File: src/rtl/cam_green_stats.sv
// Camera frame statistics: synchronises the camera bus, assembles RGB565 pixels and
// publishes per-frame green/pixel/line counts. Define CAM_ROI_EN to restrict pixel counts to a window.
module cam_green_stats #(
  parameter int SYNC_STAGES = 2,
  parameter int CNT_W       = 16,
  parameter int LINE_W      = 10,
  parameter int ROI_X0      = 0,
  parameter int ROI_X1      = 1023,
  parameter int ROI_Y0      = 0,
  parameter int ROI_Y1      = 1023
) (
  input  logic              clk,
  input  logic              rst_n,
  input  logic [7:0]        cam_data,
  input  logic              cam_pclk,
  input  logic              cam_href,
  input  logic              cam_vsync,
  input  logic [5:0]        thr_in,
  output logic [CNT_W-1:0]  green_cnt,
  output logic [CNT_W-1:0]  pix_cnt,
  output logic [LINE_W-1:0] line_cnt,
  output logic              stat_valid,
  output logic              frame_busy,
  output logic              ovf
);

  // state    | meaning
  // S_IDLE   | after reset, waiting for the first vsync rise
  // S_VSYNC  | inside the vsync pulse, waiting for its fall
  // S_ACTIVE | frame in progress, bytes are assembled and counted
  typedef enum logic [1:0] {S_IDLE, S_VSYNC, S_ACTIVE} state_t;

  if (SYNC_STAGES < 2 || SYNC_STAGES > 4 || ROI_X0 > ROI_X1 || ROI_Y0 > ROI_Y1) begin : g_bad_param
    $error("cam_green_stats: illegal parameter combination");
  end

  logic [SYNC_STAGES-1:0] r_vs_sync, r_hr_sync, r_pc_sync;
  logic [7:0]             r_data_sync [SYNC_STAGES];
  logic                   r_vs_d, r_hr_d, r_pc_d;

  always_ff @(posedge clk or negedge rst_n) begin
    if (!rst_n) begin
      r_vs_sync <= '0;
      r_hr_sync <= '0;
      r_pc_sync <= '0;
      r_vs_d    <= 1'b0;
      r_hr_d    <= 1'b0;
      r_pc_d    <= 1'b0;
      for (int i = 0; i < SYNC_STAGES; i++) r_data_sync[i] <= '0;
    end else begin
      r_vs_sync <= {r_vs_sync[SYNC_STAGES-2:0], cam_vsync};
      r_hr_sync <= {r_hr_sync[SYNC_STAGES-2:0], cam_href};
      r_pc_sync <= {r_pc_sync[SYNC_STAGES-2:0], cam_pclk};
      r_vs_d    <= r_vs_sync[SYNC_STAGES-1];
      r_hr_d    <= r_hr_sync[SYNC_STAGES-1];
      r_pc_d    <= r_pc_sync[SYNC_STAGES-1];
      r_data_sync[0] <= cam_data;
      for (int i = 1; i < SYNC_STAGES; i++) r_data_sync[i] <= r_data_sync[i-1];
    end
  end

  logic       w_vs, w_hr, w_pc;
  logic       w_vs_rise, w_vs_fall, w_hr_rise, w_hr_fall, w_pc_rise;
  logic [7:0] w_data;

  assign w_vs      = r_vs_sync[SYNC_STAGES-1];
  assign w_hr      = r_hr_sync[SYNC_STAGES-1];
  assign w_pc      = r_pc_sync[SYNC_STAGES-1];
  assign w_data    = r_data_sync[SYNC_STAGES-1];
  assign w_vs_rise = w_vs & ~r_vs_d;
  assign w_vs_fall = ~w_vs & r_vs_d;
  assign w_hr_rise = w_hr & ~r_hr_d;
  assign w_hr_fall = ~w_hr & r_hr_d;
  assign w_pc_rise = w_pc & ~r_pc_d;

  state_t             r_state;
  logic [5:0]         r_thr;
  logic               r_phase, r_has_byte;
  logic [7:0]         r_byte0;
  logic [CNT_W-1:0]   r_pix_work, r_green_work;
  logic [LINE_W-1:0]  r_line_work;
  logic               r_ovf_work, r_pub_pend;
  logic [CNT_W-1:0]   r_green_cnt, r_pix_cnt;
  logic [LINE_W-1:0]  r_line_cnt;
  logic               r_stat_valid, r_busy, r_ovf;

  logic       w_active, w_phase, w_byte_en, w_pix_done, w_close, w_line_hit;
  logic [5:0] w_g6, w_r5x2, w_b5x2;
  logic       w_green, w_in_roi, w_pix_inc, w_green_inc;

  assign w_active   = (r_state == S_ACTIVE);
  assign w_phase    = w_hr_rise ? 1'b0 : r_phase;
  assign w_byte_en  = w_active & w_hr & w_pc_rise;
  assign w_pix_done = w_byte_en & w_phase;
  // A vsync rise with href still high closes the line just like an href fall.
  assign w_close    = w_active & (w_hr_fall | (w_vs_rise & w_hr));
  assign w_line_hit = w_close & (r_has_byte | w_byte_en);

  assign w_g6    = {r_byte0[2:0], w_data[7:5]};
  assign w_r5x2  = {r_byte0[7:3], 1'b0};
  assign w_b5x2  = {w_data[4:0], 1'b0};
  assign w_green = (w_g6 >= r_thr) && (w_g6 > w_r5x2) && (w_g6 > w_b5x2);

`ifdef CAM_ROI_EN
  logic [LINE_W-1:0] r_col;
  logic [LINE_W-1:0] w_col;

  assign w_col    = w_hr_rise ? '0 : r_col;
  assign w_in_roi = (w_col >= LINE_W'(ROI_X0)) && (w_col <= LINE_W'(ROI_X1)) &&
                    (r_line_work >= LINE_W'(ROI_Y0)) && (r_line_work <= LINE_W'(ROI_Y1));
`else
  assign w_in_roi = 1'b1;
`endif

  assign w_pix_inc   = w_pix_done & w_in_roi;
  assign w_green_inc = w_pix_inc & w_green;

  always_ff @(posedge clk or negedge rst_n) begin
    if (!rst_n) begin
      r_state      <= S_IDLE;
      r_thr        <= '0;
      r_phase      <= 1'b0;
      r_has_byte   <= 1'b0;
      r_byte0      <= '0;
      r_pix_work   <= '0;
      r_green_work <= '0;
      r_line_work  <= '0;
      r_ovf_work   <= 1'b0;
      r_pub_pend   <= 1'b0;
      r_green_cnt  <= '0;
      r_pix_cnt    <= '0;
      r_line_cnt   <= '0;
      r_stat_valid <= 1'b0;
      r_busy       <= 1'b0;
      r_ovf        <= 1'b0;
`ifdef CAM_ROI_EN
      r_col        <= '0;
`endif
    end else begin
      r_stat_valid <= 1'b0;
      r_pub_pend   <= 1'b0;
      r_busy       <= w_active;

      case (r_state)
        S_IDLE: if (w_vs_rise) r_state <= S_VSYNC;
        S_VSYNC: begin
          if (w_vs_fall) begin
            r_state      <= S_ACTIVE;
            r_thr        <= thr_in;
            r_pix_work   <= '0;
            r_green_work <= '0;
            r_line_work  <= '0;
            r_ovf_work   <= 1'b0;
            r_phase      <= 1'b0;
            r_has_byte   <= 1'b0;
`ifdef CAM_ROI_EN
            r_col        <= '0;
`endif
          end
        end
        S_ACTIVE: begin
          if (w_vs_rise) begin
            r_state    <= S_VSYNC;
            r_pub_pend <= 1'b1;
          end
        end
        default: r_state <= S_IDLE;
      endcase

      if (w_active) begin
        if (w_byte_en) begin
          if (!w_phase) r_byte0 <= w_data;
          r_phase    <= ~w_phase;
          r_has_byte <= 1'b1;
        end else if (w_hr_rise) begin
          r_phase    <= 1'b0;
          r_has_byte <= 1'b0;
        end

`ifdef CAM_ROI_EN
        if (w_pix_done) begin
          if (w_col != '1) r_col <= w_col + 1'b1;
          else             r_col <= w_col;
        end else if (w_hr_rise) begin
          r_col <= '0;
        end
`endif

        if (w_pix_inc) begin
          if (r_pix_work != '1) r_pix_work <= r_pix_work + 1'b1;
          else                  r_ovf_work <= 1'b1;
        end
        if (w_green_inc) begin
          if (r_green_work != '1) r_green_work <= r_green_work + 1'b1;
          else                    r_ovf_work   <= 1'b1;
        end

        // Closing a line drops any odd trailing byte.
        if (w_close) begin
          r_phase    <= 1'b0;
          r_has_byte <= 1'b0;
          if (w_line_hit && r_line_work != '1) r_line_work <= r_line_work + 1'b1;
        end
      end

      // One cycle after the vsync-rise detect so a pixel finishing in that cycle is included.
      if (r_pub_pend) begin
        r_green_cnt  <= r_green_work;
        r_pix_cnt    <= r_pix_work;
        r_line_cnt   <= r_line_work;
        r_ovf        <= r_ovf_work;
        r_stat_valid <= 1'b1;
      end
    end
  end

  assign green_cnt  = r_green_cnt;
  assign pix_cnt    = r_pix_cnt;
  assign line_cnt   = r_line_cnt;
  assign stat_valid = r_stat_valid;
  assign frame_busy = r_busy;
  assign ovf        = r_ovf;

endmodule

File: config.mk
export PLATFORM = sky130hd
export DESIGN_NAME = cam_green_stats
export DESIGN_NICKNAME = d
export VERILOG_FILES = /design/src/rtl/cam_green_stats.sv
export SDC_FILE = /design/constraint.sdc
export NUM_CORES = 1
export LEC_CHECK = 0
export ABC_AREA = 1
export CELL_PAD_IN_SITES_DETAIL_PLACEMENT = 1
export CELL_PAD_IN_SITES_GLOBAL_PLACEMENT = 1
export CORE_MARGIN = 2
export CORE_UTILIZATION = 43
export CTS_CLUSTER_DIAMETER = 200
export DETAILED_ROUTE_END_ITERATION = 10
export HOLD_SLACK_MARGIN = 0.02
export MAX_ROUTING_LAYER = met4
export PLACE_DENSITY_LB_ADDON = 0.1
export RECOVER_POWER = 25
export SETUP_SLACK_MARGIN = 0.5
export SKIP_CTS_REPAIR_TIMING = 1
export SYNTH_ARGS = -nofsm -noshare
export SYNTH_HDL_FRONTEND = slang
export SYNTH_SLANG_ARGS = --single-unit
File: constraint.sdc
create_clock -name clk -period 1.9 [get_ports clk]
set_input_delay 0.57 -clock clk [delete_from_list [all_inputs] [get_ports clk]]
set_output_delay 0.57 -clock clk [all_outputs]
set_load 0.02 [all_outputs]
Yosys cells after proc, flatten, opt, wreduce, memory -nomap -nowiden
Index checks and enable logic that the tools add are counted.

Output and inout port bits: 45. Logic and storage cells: 106. Bits of input ports: 19. Register bits: 132.

Add/subtract/negate cells: 3. Equality and inequality tests: 7. Bitwise operators: 20. Muxes and demuxes: 41. Reductions and logical operators: 8. Order comparisons: 3.

Operators with widths (count): $mux 16 (10); $mux 10 (5); $add 16x1->16 const B (2); $ne 16x16->1 const B (2); $mux 1 (23); $and 1x1->1 (12); $gt 6x6->1 (2); $add 10x1->10 const B (1); $ne 10x10->1 const B (1); $ge 6x6->1 (1); $not 1->1 (6); $mux 2 (2); $pmux 2 s2 (1); $reduce_and 2->1 (2); $logic_and 1x1->1 (3); $reduce_and 3->1 (1); $eq 2x1->1 const B (1); $eq 2x2->1 const B (1); $logic_not 2->1 (1); $ne 2x1->1 const B (1); $ne 2x2->1 const B (1); $or 1x1->1 (2); $reduce_or 2->1 (1).

Logic depth before layout (Yosys ltp)
Gate-level depths: netlist of the first run.

Depth in word-level cells: 10. Gate-level depth with buffers: 13.

Least setup slack after synthesis of the first run
No wires, ideal clock.

Path type: flip-flop to flip-flop. From: register r_byte0[2]. To: register r_green_work[15]. Cell stages (with the launch flop): 11. Data required time: 1.784 ns. Setup slack: 0.227 ns. Buffers on the path: 0. Data arrival time: 1.557 ns. Library setup time: 0.116 ns. Cells stage by stage: dfrtp_1 ha_1 nand2_1 nor2_1 nand2_1 nand3_1 nand3_1 nor2_2 nand2_1 nand2_1 nand2_1.

Word-level cells in the longest chain between the ends: 6.

RTL lines: start, declared (line 79) `logic [7:0] r_byte0;`; start signal, assigned (line 172) `if (!w_phase) r_byte0 <= w_data;`; $ge 6x6->1 or $gt 6x6->1 (tied branches) (line 102) `assign w_green = (w_g6 >= r_thr) && (w_g6 > w_r5x2) && (w_g6 > w_b5x2);`; $logic_and 1x1->1 (line 102); $logic_and 1x1->1 * (line 102); $and 1x1->1 * (line 116) `assign w_green_inc = w_pix_inc & w_green;`; $mux 16 * (line 193) `if (w_green_inc) begin`; $mux 16 * (line 170) `if (w_active) begin`; end signal, assigned (line 194) `if (r_green_work != '1) r_green_work <= r_green_work + 1'b1;`; end, declared (line 80) `logic [CNT_W-1:0] r_pix_work, r_green_work;`.

Every way passes the cells marked *; elsewhere a longest branch is shown, timed or not. A chain may end at the register's enable or synchronous reset.

Worst setup path in the final report of the first run
From: register r_byte0[2]. To: register r_green_work[3].

The elaborated chain is that of the path after synthesis.

==> results of run 1 <==
==> report_power, final <==
group          switching (mW)  leakage [nW]  internal (mW)
combinational            1.61          2.43           1.43
sequential              0.386          1.71           3.29
clock                    1.25         0.293           2.06
==> cell families (layout without fill, tap and decap cells) <==
logic type               Yosys count  after routing  share of synthesized area [%]
multiplexers                      16             16                           2.85
flip-flops                       132            132                           52.3
AO/OA/AOI/OAI                     92             92                           7.50
adder cells (fa/ha/maj)           19             19                           3.76
buffers and inverters            103            266                           6.65
AND/OR/NAND/NOR                  363            363                           24.6
XOR/XNOR                          17             17                           2.36
==> stage by stage <==
step | cells | total power, mW
final | 1089 | 10.0
after global routing | 1089 | 10.5
after CTS | 1021 | 9.31
after detailed placement | 989 | 5.98
after global placement | 989 | 5.82
after floorplan | 742 | 4.90
==> flip-flops by register name, indices dropped and copies added (netlist names), 2 cells and up <==
register / cells
r_hr_sync: 2
line_cnt: 10
r_vs_sync: 2
r_line_work: 10
pix_cnt: 16
r_byte0: 8
r_pc_sync: 2
r_state: 2
green_cnt: 16
r_thr: 6
r_green_work: 16
r_data_sync: 8
r_pix_work: 16
w_data: 8
==> worst max path at each step <==
stage	slack (ps)	to	startpoint	cells past startpoint
after floorplan	320	r_green_work[10]	r_byte0[0]	9
after global placement	90	r_green_work[15]	r_byte0[2]	9
after detailed placement	-60	r_green_work[3]	r_byte0[2]	9
after CTS	-130	green_cnt[14]	green_cnt[14]	1
after global routing	-80	r_green_work[11]	w_data[7]	10
final	-10	r_green_work[3]	r_byte0[2]	10
==> layout make-up <==
cell class                 count  area, sq um  area share, %
inverter                      87          347           3.85
timing repair inverter         2         15.0          0.167
clock buffer                  23          488           5.42
timing repair buffer         145         1430           15.9
multi-input combinational    507         3080           34.2
clock inverter                 9          101           1.12
sequential                   132         3320           36.8
tap                          184          230           2.56
==> metal layers <==
metal  vias to the layer above  wire, microns  track usage [%]
met3                        43            624             4.45
met5                         -              0                -
li1                       2654              -                -
met1                      2849           8220             27.2
met2                       112          11100             39.5
met4                         0            484             7.45
==> cell usage after synthesis <==
library cell / count
mux2_2: 16
xnor2_1: 3
nor3_1: 3
buf_6: 3
buf_4: 1
clkbuf_1: 4
nor2_1: 82
buf_1: 2
o21bai_1: 1
dfrtp_1: 132
or2_2: 1
nor2_2: 6
xor2_1: 14
nor3_4: 2
nand3b_1: 1
inv_1: 81
o21a_1: 1
o211ai_1: 2
o21ai_0: 44
nand3_1: 44
nand3_4: 1
nand3_2: 2
nand4_1: 5
nand2_1: 206
ha_1: 19
nand2_2: 5
nor2_4: 5
o22ai_1: 3
a21oi_1: 38
o21ai_1: 3
buf_2: 6
inv_2: 6
==> impl_metrics.yaml, run 1 <==
run_status:
  status: "complete, but fails checks"
  violations: "negative setup slack"
critical_path:
  cp_num_buf_inv: 1
  reg2reg_depth: 10
  regToRegStartpoint: "r_byte0[2]"
  cpLargestDelayFamily: "simple AND/OR/NAND/NOR gates"
  cp-end-kind: "flip-flop"
  required_ps: 2260
  worstPathMaxFanout: 4
  cpPeakStageDelay_ps: 480
  r2r_slack_ps: -10
  arrival_ps: 2270
  slowest_stage: "dfrtp_2"
  r2r_end: "r_green_work[3]"
  cp-start-kind: "flip-flop"
  crit_top_cell: "nand2_1"
  crit_chain: "ha_4 > nand2_4 > nor2_4 > nand2_1 > nand3_2 > nand3_4 > nor3_4 > buf_6 > nand2_1 > nand2_1"
  critical_path_class: "reg2reg"
cells_and_area:
  design_area_sq_mm: 0.00901
  drive_above_1_share_pct: 33.7
  final_common_cell: "nand2_1"
  fin_nets: 930
  area_growth_pct: 42.5
  fin_util_pct: 62.5
  nFillCells: 1640
  final_cell_mix: "nand2_1 (174), dfrtp_1 (122), inv_1 (75)"
  diodes: 0
cts:
  cts_buffer_depth: 2
  root_buffer: "clkbuf_16"
  clock_sinks: 132
  path_clk_slew_ps: 60
  cts_tree: "yes"
  numCtsBuffers: 17
  htree_levels: 4
  insertion_delay_ps: 430
timing:
  final.min_clock_period_ps: 1910
  whs_ps: 348
  setup_tns_ps: -19.9
  fin_worst_skew_ps: 7.28
  rsz0062_at_grt: "yes"
  max_slew_margin_pct: 21.9
  max_freq_mhz: 523
  tightest_slew_ps: 1170
  fin_ws_ps: -12.5
  setup_viol: 5
  fin_crit_sh_pct: 101
  hold_viol_final: 0
  slew_violations: 0
place:
  io_buffers: 63
  pre_cts_ws_ps: -56.3
  postPlaceCellArea_sq_mm: 0.00738
  hpwl_microns: 11500
  gp_congestion: 0.852
global_route:
  antenna_found_initial: 0
  gr-usage-all-layers_pct: 23.0
  grt_pass1_wl_microns: 28000
  grt_pass1_vias: 5744
  grt_max_degree: 72
  overflow: 0
synthesis:
  yosys_warnings: 0
  synth.avg_cell_area_sq_um: 8.52
  synthCells: 742
  ys_seq_area_share_pct: 52.3
  synth_seq_cells: 132
  ys_types: 32
  synth_top_area_cell: "dfrtp_1"
  synth_area_sq_mm: 0.00632
  syn-num-nets: 780
  synthTopCellsByArea: "dfrtp_1 (52%), nand2_1 (12%), nor2_1 (4.9%), inv_1 (4.8%), ha_1 (3.8%)"
  synth_top_cell_area_share_pct: 52.3
routing:
  ant_nets: 0
  avgViaCountPerCell: 5.20
  route.detailed.drc: 0
  dr.first_iter.drc_count: 303
  drtPass1Iterations: 6
  vias: 5658
  routed_wirelength_microns: 20400
  avgRoutedWirePerCell_microns: 18.7
power_and_ir_drop:
  p_leak_nw: 4.43
  cellPowerDensity_mw_per_mm2: 1110
  ir_worst_vdd_mv: 0.652
floorplan:
  start_util_pct: 43.8
  top_level_ports: 64
  die_y_microns: 125
  die_area_sq_mm: 0.0157
  placementRows: 44
  die_width_microns: 125
  coreArea_sq_mm: 0.0144
worst_hold_path:
  hp-class: "reg2reg"
  hold_end: "r_hr_sync[1]"
  hp-start: "r_hr_sync[0]"
  holdPathStages: 0
run:
  maxCapViolCount: 0
No activity file was read; power rests on OpenSTA's default activity.
==> run 2, diff against run 1 <==
CORE_UTILIZATION = 46   (was 43)
clock period = 2.4 ns   (was 1.9 ns; I/O delays follow)
==> run 2 against run 1 <==
  * The run now ends clean
  * Via count down 2.2%
  * Setup slack better by 400 ps
  * Routed wire length decreased by 3.5%
  * Register-to-register slack improved by 400 ps
  * Design area down 6.8%
  * Power down 24%
  * Clock-buffer cell count down 3
  * Critical endpoint is now r_ovf_work
  * Highest routed layer unchanged
==> impl_metrics.yaml, run 2 (synthesized netlist as in run 1, its figures left out) <==
run_status:
  status: "complete, no violations"
cts:
  path_clk_slew_ps: 60
  clock_sinks: 132
  insertion_delay_ps: 420
  htree_levels: 4
  numCtsBuffers: 17
  root_buffer: "clkbuf_16"
  cts_tree: "yes"
  cts_buffer_depth: 2
place:
  io_buffers: 63
  postPlaceCellArea_sq_mm: 0.00718
  pre_cts_ws_ps: 355
  placed_cells: 974
  gp_congestion: 0.869
  hpwl_microns: 11600
timing:
  max_freq_mhz: 496
  rsz0062_at_grt: "yes"
  setup_tns_ps: 0
  max_slew_margin_pct: 8.66
  hold_viol_final: 0
  fin_ws_ps: 383
  tightest_slew_ps: 1370
  whs_ps: 229
  slew_violations: 0
  final.min_clock_period_ps: 2020
  fin_crit_sh_pct: 84.1
  setup_viol: 0
  fin_worst_skew_ps: 8.37
routing:
  avgViaCountPerCell: 5.40
  routed_wirelength_microns: 19700
  dr.first_iter.drc_count: 368
  drtPass1Iterations: 4
  ant_nets: 0
  route.detailed.drc: 0
  vias: 5531
  avgRoutedWirePerCell_microns: 19.2
floorplan:
  top_level_ports: 64
  die_area_sq_mm: 0.0147
  die_width_microns: 121
  start_util_pct: 47.4
  die_y_microns: 121
  coreArea_sq_mm: 0.0133
  placementRows: 42
global_route:
  grt_max_degree: 35
  overflow: 0
  grt_pass1_vias: 5798
  antenna_found_initial: 1
  gr-usage-all-layers_pct: 25.6
  grt_pass1_wl_microns: 28100
critical_path:
  cp-start-kind: "flip-flop"
  cp-end-kind: "flip-flop"
  required_ps: 2750
  critical_path_class: "reg2reg"
  worstPathMaxFanout: 4
  arrival_ps: 2360
cells_and_area:
  area_growth_pct: 32.9
  instances_no_fill: 1025
  final_cell_mix: "nand2_1 (183), dfrtp_1 (125), inv_1 (80)"
  design_area_sq_mm: 0.00840
  fin_util_pct: 62.9
  drive_above_1_share_pct: 17.9
  fin_nets: 874
  final_common_cell: "nand2_1"
  nFillCells: 1528
worst_hold_path:
  hp-class: "in2async"
power_and_ir_drop:
  ir_worst_vdd_mv: 0.438
  p_leak_nw: 4.66
  cellPowerDensity_mw_per_mm2: 909
  finalPower_mw: 7.63
run:
  maxCapViolCount: 0
-- run 2: cell types whose count changed in the layout (fill, tap and decap cells not counted), sizes merged, moves of 2 or more --
cell,previous run,this run
inv,89,87
buf,127,27
dlymetal6s2s,0,46
clkdlybuf4s50,15,7
clkbuf,24,21
dlygate4sd3,2,10
-- run 2: layout make-up --
type	count	area [sq um]	area share, %
antenna	1	2.50	0.0298
clock buffer	20	447	5.32
clock inverter	11	135	1.61
inverter	87	334	3.98
multi-input combinational	507	2920	34.8
sequential	132	3310	39.4
tap	176	220	2.62
timing repair buffer	91	1020	12.2
-- run 2: report_power, final --
part | total (mW) | switching, mW | internal [mW]
registers | 2.88 | 0.276 | 2.60
logic | 2.12 | 1.24 | 0.883
clock network | 2.63 | 0.991 | 1.64
-- run 2: critical path, stage by stage (launching register included) --
cell and delay [ps]:
dfrtp_1 460, ha_2 290, nand3_1 120, inv_1 170, nand2_2 140, nor2_4 170, nand4_1 250, buf_4 220
o21ai_1 120
-- run 2: path summary, 6_finish.rpt --
kind,from,to,slack [ps],cells after the start
max in group asynchronous,rst_n,line_cnt[5],530,2
min in group clk,r_data_sync[12],w_data[4],350,0
worst max register to register,r_green_work[0],r_ovf_work,380,8
worst min-delay path,rst_n,r_thr[4],230,1
worst max-delay path,r_green_work[0],r_ovf_work,380,8
worst min register to register,r_data_sync[12],w_data[4],350,0
-- run 2: routing by layer --
metal	up-vias	wire length, microns	global-route usage, %
met3	29	683	4.98
met2	123	10500	44.6
met1	2837	8180	29.2
met4	0	363	9.63
li1	2542	-	-
met5	-	0	-
==> run 3, diff against run 2 <==
CORE_UTILIZATION = 39   (was 46)
clock period = 1.65 ns   (was 2.4 ns; I/O delays follow)
==> run 3 against run 2 <==
  * The run now ends with negative setup slack left
  * Cell count rose by 10%
  * Design area rose by 11%
  * Register-to-register slack lost 580 ps
  * Critical path type unchanged
  * Critical endpoint is now r_green_work[2]
  * Highest routed layer unchanged
==> impl_metrics.yaml, run 3 (synthesized netlist as in run 1, its figures left out) <==
cts:
  cts_tree: "yes"
  path_clk_slew_ps: 60
  insertion_delay_ps: 440
  root_buffer: "clkbuf_16"
  numCtsBuffers: 17
  cts_buffer_depth: 2
  htree_levels: 4
  clock_sinks: 132
run:
  maxCapViolCount: 0
timing:
  max_slew_margin_pct: 40.4
  tightest_slew_ps: 894
  setup_viol: 17
  fin_ws_ps: -194
  hold_viol_final: 0
  max_freq_mhz: 542
  fin_worst_skew_ps: 11.6
  slew_violations: 0
  fin_crit_sh_pct: 112
  rsz0062_at_grt: "yes"
  final.min_clock_period_ps: 1840
power_and_ir_drop:
  cellPowerDensity_mw_per_mm2: 1260
  p_leak_nw: 4.54
  ir_worst_vdd_mv: 0.812
routing:
  ant_nets: 0
  vias: 5609
  routed_wirelength_microns: 19300
  dr.first_iter.drc_count: 280
  avgViaCountPerCell: 4.96
  avgRoutedWirePerCell_microns: 17.1
  route.detailed.drc: 0
  drtPass1Iterations: 4
worst_hold_path:
  hp-class: "in2async"
cells_and_area:
  design_area_sq_mm: 0.00928
  area_growth_pct: 46.9
  drive_above_1_share_pct: 35.0
  diodes: 0
  fin_nets: 939
  final_common_cell: "nand2_1"
  final_cell_mix: "nand2_1 (170), dfrtp_1 (125), inv_1 (73)"
  nFillCells: 1818
floorplan:
  top_level_ports: 64
  die_y_microns: 131
  coreArea_sq_mm: 0.0159
  die_width_microns: 131
  die_area_sq_mm: 0.0172
  placementRows: 46
  start_util_pct: 39.8
global_route:
  grt_max_degree: 39
  overflow: 0
  antenna_found_initial: 0
  grt_pass1_vias: 5715
  grt_pass1_wl_microns: 28300
  gr-usage-all-layers_pct: 21.1
critical_path:
  r2r_slack_ps: -190
  required_ps: 2020
  worstPathMaxFanout: 7
  critical_path_class: "reg2reg"
  cp-end-kind: "flip-flop"
  arrival_ps: 2210
  cp-start-kind: "flip-flop"
place:
  gp_congestion: 0.854
  postPlaceCellArea_sq_mm: 0.00770
  pre_cts_ws_ps: -194
  io_buffers: 63
  hpwl_microns: 12100
run_status:
  violations: "negative setup slack"
  status: "complete, but fails checks"
run 3: critical path, cell delays in order, from the launching register on:
cell and delay, ps:
dfrtp_2 480, ha_4 320, nand2_4 60, nor2_4 140, nand2_2 100, nand3_4 90, nand3_4 80, nor2_4 100
buf_12 160, buf_6 110, nand3_2 50, nand2_1 80
run 3: routing by layer:
layer | track usage [%] | vias up | routed length (microns)
li1 | - | 2679 | -
met1 | 24.2 | 2810 | 7870
met2 | 37.0 | 92 | 10500
met3 | 4.01 | 28 | 527
met4 | 7.73 | 0 | 461
met5 | - | - | 0
run 3: worst paths after layout:
path | from | endpoint | depth (start not counted)
max | r_byte0[2] | r_green_work[2] | 11
min | rst_n | line_cnt[7] | 1
max reg2reg | r_byte0[2] | r_green_work[2] | 11
min reg2reg | r_data_sync[8] | w_data[0] | 0
max in group asynchronous | rst_n | r_pix_work[12] | 2
min in group clk | r_data_sync[8] | w_data[0] | 0
run 3: power breakdown:
group	switching, mW	total, mW	internal (mW)	leakage (nW)
clock network	1.44	3.84	2.41	0.281
registers	0.425	4.21	3.79	1.71
logic	1.95	3.61	1.66	2.55
total	3.81	11.7	7.86	4.54
run 3: area by class of cell:
class	count	area, sq um	share of cell area, %
sequential	132	3310	35.7
clock buffer	23	458	4.93
timing repair buffer	154	1520	16.3
tap	216	270	2.91
timing repair inverter	2	12.5	0.135
multi-input combinational	507	3240	34.9
clock inverter	9	129	1.39
inverter	87	349	3.76
run 3: stage by stage:
step                      TNS [ps]  utilization (%)  power [mW]  hold WS (ps)  instances
final                        -2730             58.4        11.7           179       1130
after floorplan                  0                -        5.65           199        742
after global routing         -4150             58.4        12.2           238       1130
after CTS                   -14540             52.1        10.8         -27.5       1086
after global placement       -1100             48.4        6.78           332       1054
after detailed placement     -2740             48.4        6.92           336       1054
